--- src/rtl/ram_if_pkg.sv ---
// =============================================================================
// Module      : ram_if_pkg
// Description : Shared RAM interface constants and read-sequencer state type.
// Revision    : 1.0
// =============================================================================
`default_nettype none

package ram_if_pkg;

    localparam int RAM_AW    = 8;
    localparam int RAM_DW    = 32;
    localparam int RD_LAT    = 1;
    localparam int BUF_DEPTH = 2;

    typedef enum logic [1:0] {
        ST_IDLE = 2'd0,
        ST_RUN  = 2'd1,
        ST_DONE = 2'd2
    } rd_state_t;

endpackage

`default_nettype wire

--- src/rtl/ram_rd_buf.sv ---
// =============================================================================
// Module      : ram_rd_buf
// Description : Two-entry synchronous FIFO absorbing RAM read data under backpressure.
// Revision    : 1.0
// =============================================================================
`default_nettype none

module ram_rd_buf
    import ram_if_pkg::*;
#(
    parameter int DW = RAM_DW
) (
    input  logic          clk,
    input  logic          rst_n,
    input  logic          push,
    input  logic [DW-1:0] din,
    input  logic          pop,
    output logic [DW-1:0] dout,
    output logic [1:0]    count
);

    logic [DW-1:0] r_mem [2];
    logic          r_wr_ptr;
    logic          r_rd_ptr;
    logic [1:0]    r_count;

    always_ff @(posedge clk or negedge rst_n) begin
        if (!rst_n) begin
            r_mem[0] <= '0;
            r_mem[1] <= '0;
            r_wr_ptr <= 1'b0;
            r_rd_ptr <= 1'b0;
            r_count  <= 2'd0;
        end else begin
            if (push) begin
                r_mem[r_wr_ptr] <= din;
                r_wr_ptr        <= ~r_wr_ptr;
            end
            if (pop) begin
                r_rd_ptr <= ~r_rd_ptr;
            end
            case ({push, pop})
                2'b10:   r_count <= r_count + 2'd1;
                2'b01:   r_count <= r_count - 2'd1;
                default: r_count <= r_count;
            endcase
        end
    end

    assign dout  = r_mem[r_rd_ptr];
    assign count = r_count;

endmodule

`default_nettype wire

--- src/rtl/ram_stream_reader.sv ---
// =============================================================================
// Module      : ram_stream_reader
// Description : Issues sequential RAM reads and streams the words out on valid/ready.
// Revision    : 1.0
// =============================================================================
`default_nettype none

module ram_stream_reader
    import ram_if_pkg::*;
#(
    parameter int AW    = RAM_AW,
    parameter int DW    = RAM_DW,
    parameter int DEPTH = BUF_DEPTH
) (
    input  logic          clk,
    input  logic          rst_n,
    input  logic          start,
    input  logic [AW-1:0] base_addr,
    input  logic [AW:0]   len,
    output logic          busy,
    output logic          done,
    output logic [AW-1:0] r_addr,
    output logic          r_en,
    input  logic [DW-1:0] r_data,
    output logic          m_valid,
    output logic [DW-1:0] m_data,
    input  logic          m_ready
);

    localparam logic [AW:0]   CNT_ONE   = {{AW{1'b0}}, 1'b1};
    localparam logic [AW-1:0] ADDR_ONE  = {{(AW-1){1'b0}}, 1'b1};
    localparam logic [2:0]    OCC_LIMIT = 3'(DEPTH);

    rd_state_t     r_state;
    rd_state_t     w_state_next;
    logic [AW-1:0] r_rd_addr;
    logic [AW:0]   r_rem_issue;
    logic [AW:0]   r_rem_acc;
    logic          r_inflight;
    logic          w_issue;
    logic          w_pop;
    logic [1:0]    w_count;
    logic [2:0]    w_occ;

    ram_rd_buf #(
        .DW (DW)
    ) u_buf (
        .clk   (clk),
        .rst_n (rst_n),
        .push  (r_inflight),
        .din   (r_data),
        .pop   (w_pop),
        .dout  (m_data),
        .count (w_count)
    );

    assign m_valid = (w_count != 2'd0);
    assign w_pop   = m_valid && m_ready;
    // Projected occupancy once the read already in flight lands and this cycle's pop leaves.
    assign w_occ   = {1'b0, w_count} + {2'b00, r_inflight} - {2'b00, w_pop};

    always_comb begin
        w_state_next = r_state;
        w_issue      = 1'b0;
        case (r_state)
            ST_IDLE: begin
                if (start) begin
                    w_state_next = (len == '0) ? ST_DONE : ST_RUN;
                end
            end
            ST_RUN: begin
                w_issue = (r_rem_issue != '0) && (w_occ < OCC_LIMIT);
                if (w_pop && (r_rem_acc == CNT_ONE)) begin
                    w_state_next = ST_DONE;
                end
            end
            ST_DONE: w_state_next = ST_IDLE;
            default: w_state_next = ST_IDLE;
        endcase
    end

    always_ff @(posedge clk or negedge rst_n) begin
        if (!rst_n) begin
            r_state     <= ST_IDLE;
            r_rd_addr   <= '0;
            r_rem_issue <= '0;
            r_rem_acc   <= '0;
            r_inflight  <= 1'b0;
        end else begin
            r_state    <= w_state_next;
            r_inflight <= w_issue;
            if ((r_state == ST_IDLE) && start) begin
                r_rd_addr   <= base_addr;
                r_rem_issue <= len;
                r_rem_acc   <= len;
            end else begin
                if (w_issue) begin
                    r_rd_addr   <= r_rd_addr + ADDR_ONE;
                    r_rem_issue <= r_rem_issue - CNT_ONE;
                end
                if (w_pop && (r_state == ST_RUN)) begin
                    r_rem_acc <= r_rem_acc - CNT_ONE;
                end
            end
        end
    end

    assign busy   = (r_state != ST_IDLE);
    assign done   = (r_state == ST_DONE);
    assign r_en   = w_issue;
    assign r_addr = r_rd_addr;

endmodule

`default_nettype wire

--- config.mk ---
export PLATFORM = sky130hd
export DESIGN_NAME = ram_stream_reader
export DESIGN_NICKNAME = d
export VERILOG_FILES = /design/src/rtl/ram_if_pkg.sv /design/src/rtl/ram_rd_buf.sv /design/src/rtl/ram_stream_reader.sv
export SDC_FILE = /design/constraint.sdc
export NUM_CORES = 1
export LEC_CHECK = 0
export ABC_AREA = 1
export CAP_MARGIN = 20
export CORE_ASPECT_RATIO = 1.4
export CORE_MARGIN = 5
export CORE_UTILIZATION = 30
export CTS_CLUSTER_DIAMETER = 100
export DETAILED_ROUTE_END_ITERATION = 10
export GPL_ROUTABILITY_DRIVEN = 0
export HOLD_SLACK_MARGIN = 0.08
export SLEW_MARGIN = 10
export SYNTH_ARGS = -nofsm -noshare
export SYNTH_HDL_FRONTEND = slang
export SYNTH_SLANG_ARGS = --single-unit
--- constraint.sdc ---
create_clock -name clk -period 3.5 [get_ports clk]
set_input_delay 0.35 -clock clk [delete_from_list [all_inputs] [get_ports clk]]
set_output_delay 0.35 -clock clk [all_outputs]
set_load 0.02 [all_outputs]
==> results of run 1 <==
==> metrics by stage <==
step                util, %  hold slack, ns
global placement       37.5           0.224
CTS                    39.4           0.394
detailed placement     37.5           0.223
global route           39.7           0.427
floorplan                 -          0.0544
finish                 39.7           0.407
==> cell type report <==
class,count,area [um^2]
clock buffer,9,225
clock inverter,7,83.8
fill,1657,9710
inverter,59,221
multi-input combinational,455,2120
sequential,97,2430
tap,199,249
timing repair buffer,105,1070
==> timing repair <==
action | CTS | global route
hold buffers | 1 | 0
setup endpoints to repair | 0 | 1
gates resized for setup | 0 | 1
hold endpoints to repair | 14 | 0
==> cell families after synthesis <==
kind of cell,count (synthesis)
adders and majority gates,7
buffers and inverters,86
and+or+nand+nor,351
xor gates and xnor gates,13
DFF,97
AOI/OAI and AO/OA,84
==> state kept, by name, indices dropped and copies added (netlist names) <==
register / cells
r_rem_issue: 9
r_inflight: 1
r_state: 2
r_rem_acc: 9
u_buf.r_mem: 64
u_buf.r_rd_ptr: 1
r_addr: 8
u_buf.r_wr_ptr: 1
u_buf.count: 2
==> worst max-delay path by stage <==
stage,slack (ns),cells past startpoint,to
after floorplan,0.60,12,r_en
after global placement,0.19,11,r_en
after detailed placement,0.18,11,r_en
after CTS,0.02,12,r_en
after global routing,0.25,12,r_en
final,0.44,12,r_en
==> cells in the final DEF, fill, tap and decap left out, drive strengths merged <==
cell and count:
nand2 271, dfrtp 97, clkdlybuf4s50 94, o21ai 79, inv 62, nand3 39
nor2 32, clkbuf 9, buf 9, xor2 8, ha 6, nand4 5
xnor2 5, clkinv 3, or2 2, a21oi 2, and3b 1, o21bai 1
nand3b 1, a31oi 1, o211ai 1, fa 1, bufinv 1, dlygate4sd3 1
dlymetal6s2s 1
==> critical path, delay by kind of cell (launching register included) <==
family,cells,cell delay (ns)
buffers and inverters,4,0.46
adders and majority gates,2,0.76
DFF,1,0.42
and+or+nand+nor,6,0.74
==> report_power, final <==
group | switching (uW) | internal (uW)
Combinational | 1860 | 1340
Sequential | 365 | 1670
Clock | 445 | 570
Total | 2670 | 3580
==> routing by layer <==
layer  wire length (um)  vias to the layer above  GRT usage (%)
li1                   -                     2162              -
met1               5150                     1923           15.2
met2               5850                      100           22.5
met3                552                        9           2.73
met4                167                        0           4.49
met5                  0                        -              0
==> results.sh, run 1 <==
export IMPL_status="finished, final reports clean"
export IMPL_hold_class="in2async"
export IMPL_synth_fa_ha_area_share_pct=1.94
export IMPL_worstSetupStartpoint="u_buf.count[1]"
export IMPL_worstPathArrival_ns=2.71
export IMPL_synth_ff_latch_count=97
export IMPL_yosysTopAreaCell="dfrtp_1"
export IMPL_die_w_um=118
export IMPL_ir_drop_mv=0.424
export IMPL_ios=97
export IMPL_path_class="reg2out"
export IMPL_synth_simple_area_share_pct=30.2
export IMPL_setup_tns_ns=0
export IMPL_rr_startpoint="u_buf.count[1]"
export IMPL_synthMuxAreaShare_pct=0
export IMPL_final_area_um2=6390
export IMPL_drtIter0Drc=296
export IMPL_worstPathRequired_ns=3.15
export IMPL_fin_skew_ns=0.00948
export IMPL_wl_um=11700
export IMPL_hold_violations=0
export IMPL_synth_yosys_seq_area_share_pct=49.6
export IMPL_first_global_vias=4352
export IMPL_final_cells=931
export IMPL_p_leak_uw=0.00321
export IMPL_clock_sinks=97
export IMPL_setup_viol=0
export IMPL_synth_area_um2=4890
export IMPL_synth_main_ff_cell="dfrtp_1"
export IMPL_synth_xor_area_share_pct=2.33
export IMPL_fin_total_pwr_uw=6250
export IMPL_path_clk_slew_ns=0.07
export IMPL_avgSynthCellArea_um2=7.67
export IMPL_htreeDepth=3
export IMPL_insertion_delay_ns=0.33
export IMPL_crit_path_end_kind="output port"
export IMPL_netlist_top_cells_count="266 x nand2_1, 97 x dfrtp_1, 76 x o21ai_0"
export IMPL_crit_chain="inv_1, nand2_1, nand2_1, inv_2, ha_1, or2_2, fa_1, nand2_2, nor2_4, nand2_4, inv_1, dlymetal6s2s_1"
export IMPL_power_density_nw_per_um2=978
export IMPL_synth_top_family_by_area="simple AND/OR/NAND/NOR gates"
export IMPL_syn_num_nets=698
export IMPL_grt_usage_pct=12.7
export IMPL_cp_slowest_cell="fa_1"
export IMPL_grt_overflow=0
export IMPL_r2r_slack_ns=0.77
export IMPL_syn_inst=638
export IMPL_slew_limit_headroom_pct=43.8
export IMPL_antenna_left=0
export IMPL_ys_top_cells_by_area="dfrtp_1 50%, nand2_1 20%, o21ai_0 7.8%, inv_1 4.1%, nand3_1 3.8%"
export IMPL_grt_pass1_wl_um=20400
export IMPL_synth_compound_area_share_pct=8.72
export IMPL_viasPerCell=4.50
export IMPL_start_util_pct=30.4
export IMPL_diodes=0
export IMPL_cts_root_buf="clkbuf_16"
export IMPL_drive_gt1_share_pct=6.15
export IMPL_core_um2=16100
export IMPL_r2r_cells=14
export IMPL_worst_pin_slew_ns=0.838
export IMPL_synth_top_area_share_pct=49.6
export IMPL_yosys_cell_types_count=32
export IMPL_timing_fmax_ghz=0.327
export IMPL_cts_tree="done"
export IMPL_area_growth_pct=30.7
export IMPL_critPathMaxStageDelay_ns=0.50
export IMPL_post_dp_hpwl_um=8210
export IMPL_clockBufferDepth=2
export IMPL_dpl_worst_slack_ns=0.176
export IMPL_min_period_ns=3.06
export IMPL_maxCapViolations=0
export IMPL_drc=0
export IMPL_cts_buffers_inserted=9
export IMPL_post_synth_top_count_cell="nand2_1"
export IMPL_maxSlewViolCount=0
export IMPL_final_setup_worst_slack_ns=0.440
export IMPL_vias=4194
export IMPL_dp_cells=912
export IMPL_cp_max_fo=5
export IMPL_synth_edff_count=0
export IMPL_ys_warn_count=0
export IMPL_antenna_found_initial=0
export IMPL_post_cts_buffers=0
export IMPL_fp_dieH_um=161
export IMPL_grt_max_degree=84
export IMPL_min_period_over_period_pct=87.4
export IMPL_synthArstFlopShare_pct=100
export IMPL_rows=55
export IMPL_io_buffers=96
export IMPL_rsz0062_at_grt="no"
export IMPL_crit_path_start_kind="flop"
export IMPL_dpl_cell_area_um2=6030
export IMPL_die_area_um2=19000
export IMPL_first_pass_iters=5
export IMPL_r2r_end="r_rem_issue[3]"
export IMPL_fin_nets=787
export IMPL_wire_per_inst_um=12.6
Note: power is estimated with default switching activity, not from simulation.
==> run 2, diff against run 1 <==
Settings changed: ABC_AREA 1 to default, CORE_UTILIZATION 30 to 50, PLACE_DENSITY from default to 0.78.
==> run 2 against run 1 <==
Effect of this change:
- global-route usage is 7.3 points higher
- total power is 3.2% higher
- worst hold slack worse by 0.29 ns
- register-to-register slack worse by 0.24 ns
- largest power group unchanged
- via count is 16% lower
- worst setup slack worse by 0.021 ns
- cell count is 37% lower
- synthesized area is 4.1% lower
- sequential power is 3% higher
==> results.sh, run 2 <==
export IMPL_fp_dieH_um=125
export IMPL_setup_tns_ns=0
export IMPL_ir_drop_mv=0.864
export IMPL_cts_tree="done"
export IMPL_viasPerCell=5.98
export IMPL_worstSetupStartpoint="u_buf.count[1]"
export IMPL_p_clk_share_pct=15.6
export IMPL_die_area_um2=11400
export IMPL_grt_usage_pct=20.0
export IMPL_drc=0
export IMPL_ys_warn_count=0
export IMPL_p_int_uw=4030
export IMPL_post_cts_buffers=0
export IMPL_final_fill_count=713
export IMPL_vias=3519
export IMPL_synth_main_ff_cell="dfrtp_1"
export IMPL_path_clk_slew_ns=0.07
export IMPL_core_um2=9080
export IMPL_ios=97
export IMPL_p_leak_uw=0.00248
export IMPL_critPathMaxStageDelay_ns=0.49
export IMPL_drive_gt1_share_pct=27.7
export IMPL_grtUsageMet2_pct=33.4
export IMPL_antenna_left=0
export IMPL_wire_per_inst_um=18.7
export IMPL_dpl_cell_area_um2=5770
export IMPL_crit_path_start_kind="flop"
export IMPL_use_met3_pct=3.99
export IMPL_clockBufferDepth=2
export IMPL_io_buffers=96
export IMPL_min_period_over_period_pct=88.0
export IMPL_cp_num_buf_inv=2
export IMPL_path_class="reg2out"
export IMPL_timing_fmax_ghz=0.325
export IMPL_rsz0062_at_grt="no"
export IMPL_gr_usage_met1_pct=24.8
export IMPL_crit_chain="o21ai_4, inv_1, ha_1, nand2b_1, fa_1, xnor2_2, nand3_2, nor2_2, dlymetal6s2s_1"
export IMPL_status="finished, final reports clean"
export IMPL_hold_violations=0
export IMPL_cp_slowest_cell="dfrtp_1"
export IMPL_start_util_pct=51.7
export IMPL_slew_limit_headroom_pct=33.2
export IMPL_multi_input_area_um2=2170
export IMPL_synthArstFlopShare_pct=100
export IMPL_avgSynthCellArea_um2=12.3
export IMPL_rows=41
export IMPL_area_growth_pct=29.7
export IMPL_dp_cells=572
export IMPL_ys_top_cells_by_area="dfrtp_1 52%, mux2_2 23%, nand2_1 1.8%, ha_1 1.6%, o211ai_1 1.6%"
export IMPL_insertion_delay_ns=0.34
export IMPL_synth_ff_latch_count=97
export IMPL_first_global_vias=3683
export IMPL_cts_root_buf="clkbuf_16"
export IMPL_rr_startpoint="u_buf.count[1]"
export IMPL_top_regs="u_buf.r_mem: 64 flops, r_rem_acc: 9 flops, r_rem_issue: 9 flops"
export IMPL_critical_path_top_delay_family="adder cells"
export IMPL_final_cells=588
export IMPL_die_w_um=91.9
export IMPL_maxCapViolations=0
export IMPL_synth_yosys_seq_area_share_pct=51.7
export IMPL_yosysTopAreaCell="dfrtp_1"
export IMPL_synth_area_um2=4690
export IMPL_clock_sinks=97
export IMPL_worst_pin_slew_ns=1.00
export IMPL_layout_commonest_cell="dfrtp_1"
export IMPL_post_synth_top_count_cell="dfrtp_1"
export IMPL_worstPathRequired_ns=3.15
export IMPL_switching_power_uw=2410
export IMPL_diodes=0
export IMPL_htreeDepth=3
export IMPL_post_dp_hpwl_um=7770
export IMPL_grt_busiest_layer="met2"
export IMPL_synth_edff_count=0
export IMPL_regMostFlops="u_buf.r_mem"
export IMPL_worstPathArrival_ns=2.73
export IMPL_seqCellArea_um2=2430
export IMPL_largest_reg_flops=64
export IMPL_synth_top_area_share_pct=51.7
export IMPL_grt_pass1_wl_um=18400
export IMPL_yosys_cell_types_count=58
export IMPL_pwr_share_comb_pct=51.8
export IMPL_hold_class="in2async"
export IMPL_power_density_nw_per_um2=1060
export IMPL_fin_skew_ns=0.00713
export IMPL_pwr_share_seq_pct=32.5
export IMPL_setup_viol=0
export IMPL_netlist_top_cells_count="97 x dfrtp_1, 96 x mux2_2, 22 x nand2_1"
export IMPL_grt_max_degree=68
export IMPL_syn_inst=380
export IMPL_crit_path_end_kind="output port"
export IMPL_drtIter0Drc=121
export IMPL_fin_nets=536
export IMPL_maxSlewViolCount=0
export IMPL_layout_common_cells="97 x dfrtp_1, 96 x mux2_2, 94 x clkdlybuf4s50_1"
export IMPL_final_area_um2=6080
export IMPL_antenna_found_initial=0
export IMPL_wl_um=11000
export IMPL_cts_buffers_inserted=9
export IMPL_first_pass_iters=6
export IMPL_cp_max_fo=6
export IMPL_syn_num_nets=440
export IMPL_p_sw_share_pct=37.4
export IMPL_min_period_ns=3.08
export IMPL_grt_overflow=0
run 2: per-layer routing:
metal | vias to the layer above | routed length, um
met3 | 27 | 596
met2 | 126 | 5610
met5 | - | 0
met1 | 1772 | 4550
li1 | 1594 | -
met4 | 0 | 263
run 2: area by class of cell:
cell class                 count  area share [%]
clock buffer                  12            4.22
clock inverter                 4           0.802
inverter                       7           0.432
multi-input combinational    257            35.7
sequential                    97            39.9
tap                          107            2.20
timing repair buffer         104            16.8
run 2: power groups by stage:
stage	Combinational [uW]	Sequential, uW	Clock (uW)
floorplan	2170	2030	0
global placement	3270	2060	0
detailed placement	3360	2110	0
CTS	3380	2100	1020
global route	3610	2180	1080
finish	3340	2100	1010
run 2: path summary, 6_finish.rpt:
check                      cells after the start        endpoint  slack [ns]
min                                            1  u_buf.r_mem[7]        0.11
max                                            9            r_en        0.42
max reg2reg                                   10  r_rem_issue[5]        0.53
max in group asynchronous                      2  u_buf.r_wr_ptr        2.63
min reg2reg                                    1    r_rem_acc[6]        0.48
min in group clk                               1    r_rem_acc[6]        0.48
run 2: timing repair:
item	4_1_cts	5_1_grt
hold buffers	0	0
gates resized for setup	1	1
setup endpoints to repair	1	1
run 2: cells by family (layout without fill, tap and decap cells):
kind of cell / Yosys count / after routing / share of synthesized area [%]
mux: 96 / 96 / 23.0
xor+xnor: 7 / 7 / 1.47
flops: 97 / 97 / 51.7
fa+ha+maj: 7 / 7 / 2.03
compound gates: 57 / 57 / 8.83
buf+inv: 26 / 127 / 2.45
simple gates: 90 / 90 / 10.5
run 2: per-stage QoR:
stage	hold slack, ns	utilization [%]	setup WS, ns	power [uW]
6_report	0.114	67.0	0.419	6450
5_1_grt	0.182	67.0	0.267	6870
4_1_cts	0.150	67.0	0.0229	6500
3_5_place_dp	0.476	63.5	0.206	5470
3_3_place_gp	0.468	63.5	0.265	5330
2_1_floorplan	0.0544	-	0.761	4200
==> run 3, diff against run 2 <==
Settings changed: PLACE_DENSITY 0.78 to 0.88.
==> run 3 against run 2 <==
Effect of this change:
- sequential share of layout area about the same
- largest cell class unchanged
- first-iteration DRC count up 6.6%
- largest power group unchanged
- design area about the same
- core utilization up 0.055 points
==> results.sh, run 3 (same netlist as run 2, synthesis figures left out) <==
export IMPL_status="finished, final reports clean"
export IMPL_cts_root_buf="clkbuf_16"
export IMPL_rsz0062_at_grt="no"
export IMPL_wl_um=10700
export IMPL_drtIter0Drc=129
export IMPL_pwr_share_seq_pct=33.1
export IMPL_fp_dieH_um=125
export IMPL_clock_sinks=97
export IMPL_maxCapViolations=0
export IMPL_r2r_slack_ns=0.55
export IMPL_clockBufferDepth=2
export IMPL_rows=41
export IMPL_wire_per_inst_um=18.1
export IMPL_switching_power_uw=2420
export IMPL_diodes=0
export IMPL_io_buffers=96
export IMPL_setup_tns_ns=0
export IMPL_die_w_um=91.9
export IMPL_die_area_um2=11400
export IMPL_cp_max_fo=6
export IMPL_critPathMaxStageDelay_ns=0.49
export IMPL_crit_path_end_kind="output port"
export IMPL_setup_viol=0
export IMPL_start_util_pct=51.7
export IMPL_largest_reg_flops=64
export IMPL_final_area_um2=6090
export IMPL_post_cts_buffers=0
export IMPL_path_clk_slew_ns=0.07
export IMPL_multi_input_area_um2=2170
export IMPL_worstPathRequired_ns=3.15
export IMPL_timing_fmax_ghz=0.323
export IMPL_antenna_found_initial=0
export IMPL_fin_skew_ns=0.00511
export IMPL_slew_limit_headroom_pct=37.1
export IMPL_maxSlewViolCount=0
export IMPL_pwr_share_comb_pct=52.5
export IMPL_worst_pin_slew_ns=0.941
export IMPL_ir_drop_mv=0.739
export IMPL_area_growth_pct=29.8
export IMPL_grt_pass1_wl_um=17600
export IMPL_hold_violations=0
export IMPL_top_regs="u_buf.r_mem: 64 flops, r_rem_acc: 9 flops, r_rem_issue: 9 flops"
export IMPL_cp_slowest_cell="dfrtp_1"
export IMPL_first_global_vias=3711
export IMPL_p_int_uw=3930
export IMPL_insertion_delay_ns=0.34
export IMPL_seqCellArea_um2=2430
export IMPL_dpl_cell_area_um2=5760
export IMPL_grt_overflow=0
export IMPL_dp_cells=571
export IMPL_regMostFlops="u_buf.r_mem"
export IMPL_antenna_left=0
export IMPL_gr_usage_met1_pct=22.7
export IMPL_p_sw_share_pct=38.1
export IMPL_drive_gt1_share_pct=27.8
export IMPL_crit_path_start_kind="flop"
export IMPL_worstPathArrival_ns=2.75
export IMPL_path_class="reg2out"
export IMPL_cts_tree="done"
export IMPL_crit_chain="o21ai_4, inv_1, ha_1, nand2b_1, fa_1, xnor2_2, nand3_2, nor2_2, dlymetal6s2s_1"
export IMPL_min_period_over_period_pct=88.5
export IMPL_grt_usage_pct=18.9
export IMPL_drc=0
export IMPL_p_leak_uw=0.00247
export IMPL_vias=3524
export IMPL_hold_class="in2async"
export IMPL_use_met3_pct=4.17
export IMPL_viasPerCell=5.98
export IMPL_final_fill_count=671
export IMPL_cp_num_buf_inv=2
export IMPL_final_cells=589
export IMPL_critical_path_top_delay_family="adder cells"
export IMPL_cts_buffers_inserted=9
export IMPL_grtUsageMet2_pct=32.9
export IMPL_post_dp_hpwl_um=7510
export IMPL_min_period_ns=3.10
export IMPL_layout_commonest_cell="dfrtp_1"
export IMPL_ios=97
export IMPL_fin_nets=537
export IMPL_power_density_nw_per_um2=1040
export IMPL_p_clk_share_pct=14.5
export IMPL_core_um2=9080
export IMPL_grt_max_degree=84
export IMPL_layout_common_cells="97 x dfrtp_1, 96 x mux2_2, 94 x clkdlybuf4s50_1"
export IMPL_htreeDepth=3
export IMPL_grt_busiest_layer="met2"
export IMPL_first_pass_iters=5
[run 3: per-layer routing]
layer	vias up	routed length (um)
li1	1612	-
met1	1754	4220
met2	137	5640
met3	21	602
met4	0	200
met5	-	0
[run 3: worst paths after layout]
check,from,end,cells after the start
max reg2reg,u_buf.count[1],r_rem_issue[5],10
max in group asynchronous,rst_n,r_rem_acc[4],4
min,rst_n,u_buf.r_mem[37],2
min in group clk,r_rem_acc[6],r_rem_acc[6],1
min reg2reg,r_rem_acc[6],r_rem_acc[6],1
max,u_buf.count[1],r_en,9
[run 3: what timing repair did]
action | 4_1_cts | 5_1_grt
endpoints found under the setup margin | 1 | 1
hold buffers | 0 | 1
hold endpoints to repair | 0 | 20
resized for setup | 1 | 1
cloned | 0 | 0
[run 3: through the flow]
step,util (%),power [uW],hold WS (ns),worst slack (ns)
2_1_floorplan,-,4200,0.0544,0.761
3_3_place_gp,63.4,5300,0.468,0.274
3_5_place_dp,63.4,5450,0.480,0.198
4_1_cts,66.6,6400,0.227,0.0208
5_1_grt,67.1,6760,0.477,0.249
6_report,67.1,6350,0.449,0.401
[run 3: final cells by class]
class                           count  share of cell area (%)
Sequential cell                    97                    39.9
Multi-Input combinational cell    257                    35.6
Timing Repair Buffer              105                    17.3
Clock buffer                        9                    3.70
Tap cell                          107                    2.20
Clock inverter                      7                   0.904
Inverter                            7                   0.432
[run 3: power groups by stage]
stage | clock, uW | combinational, uW | sequential (uW)
global placement | 0 | 3250 | 2050
floorplan | 0 | 2170 | 2030
finish | 918 | 3330 | 2100
CTS | 943 | 3360 | 2100
detailed placement | 0 | 3340 | 2110
global route | 992 | 3590 | 2170
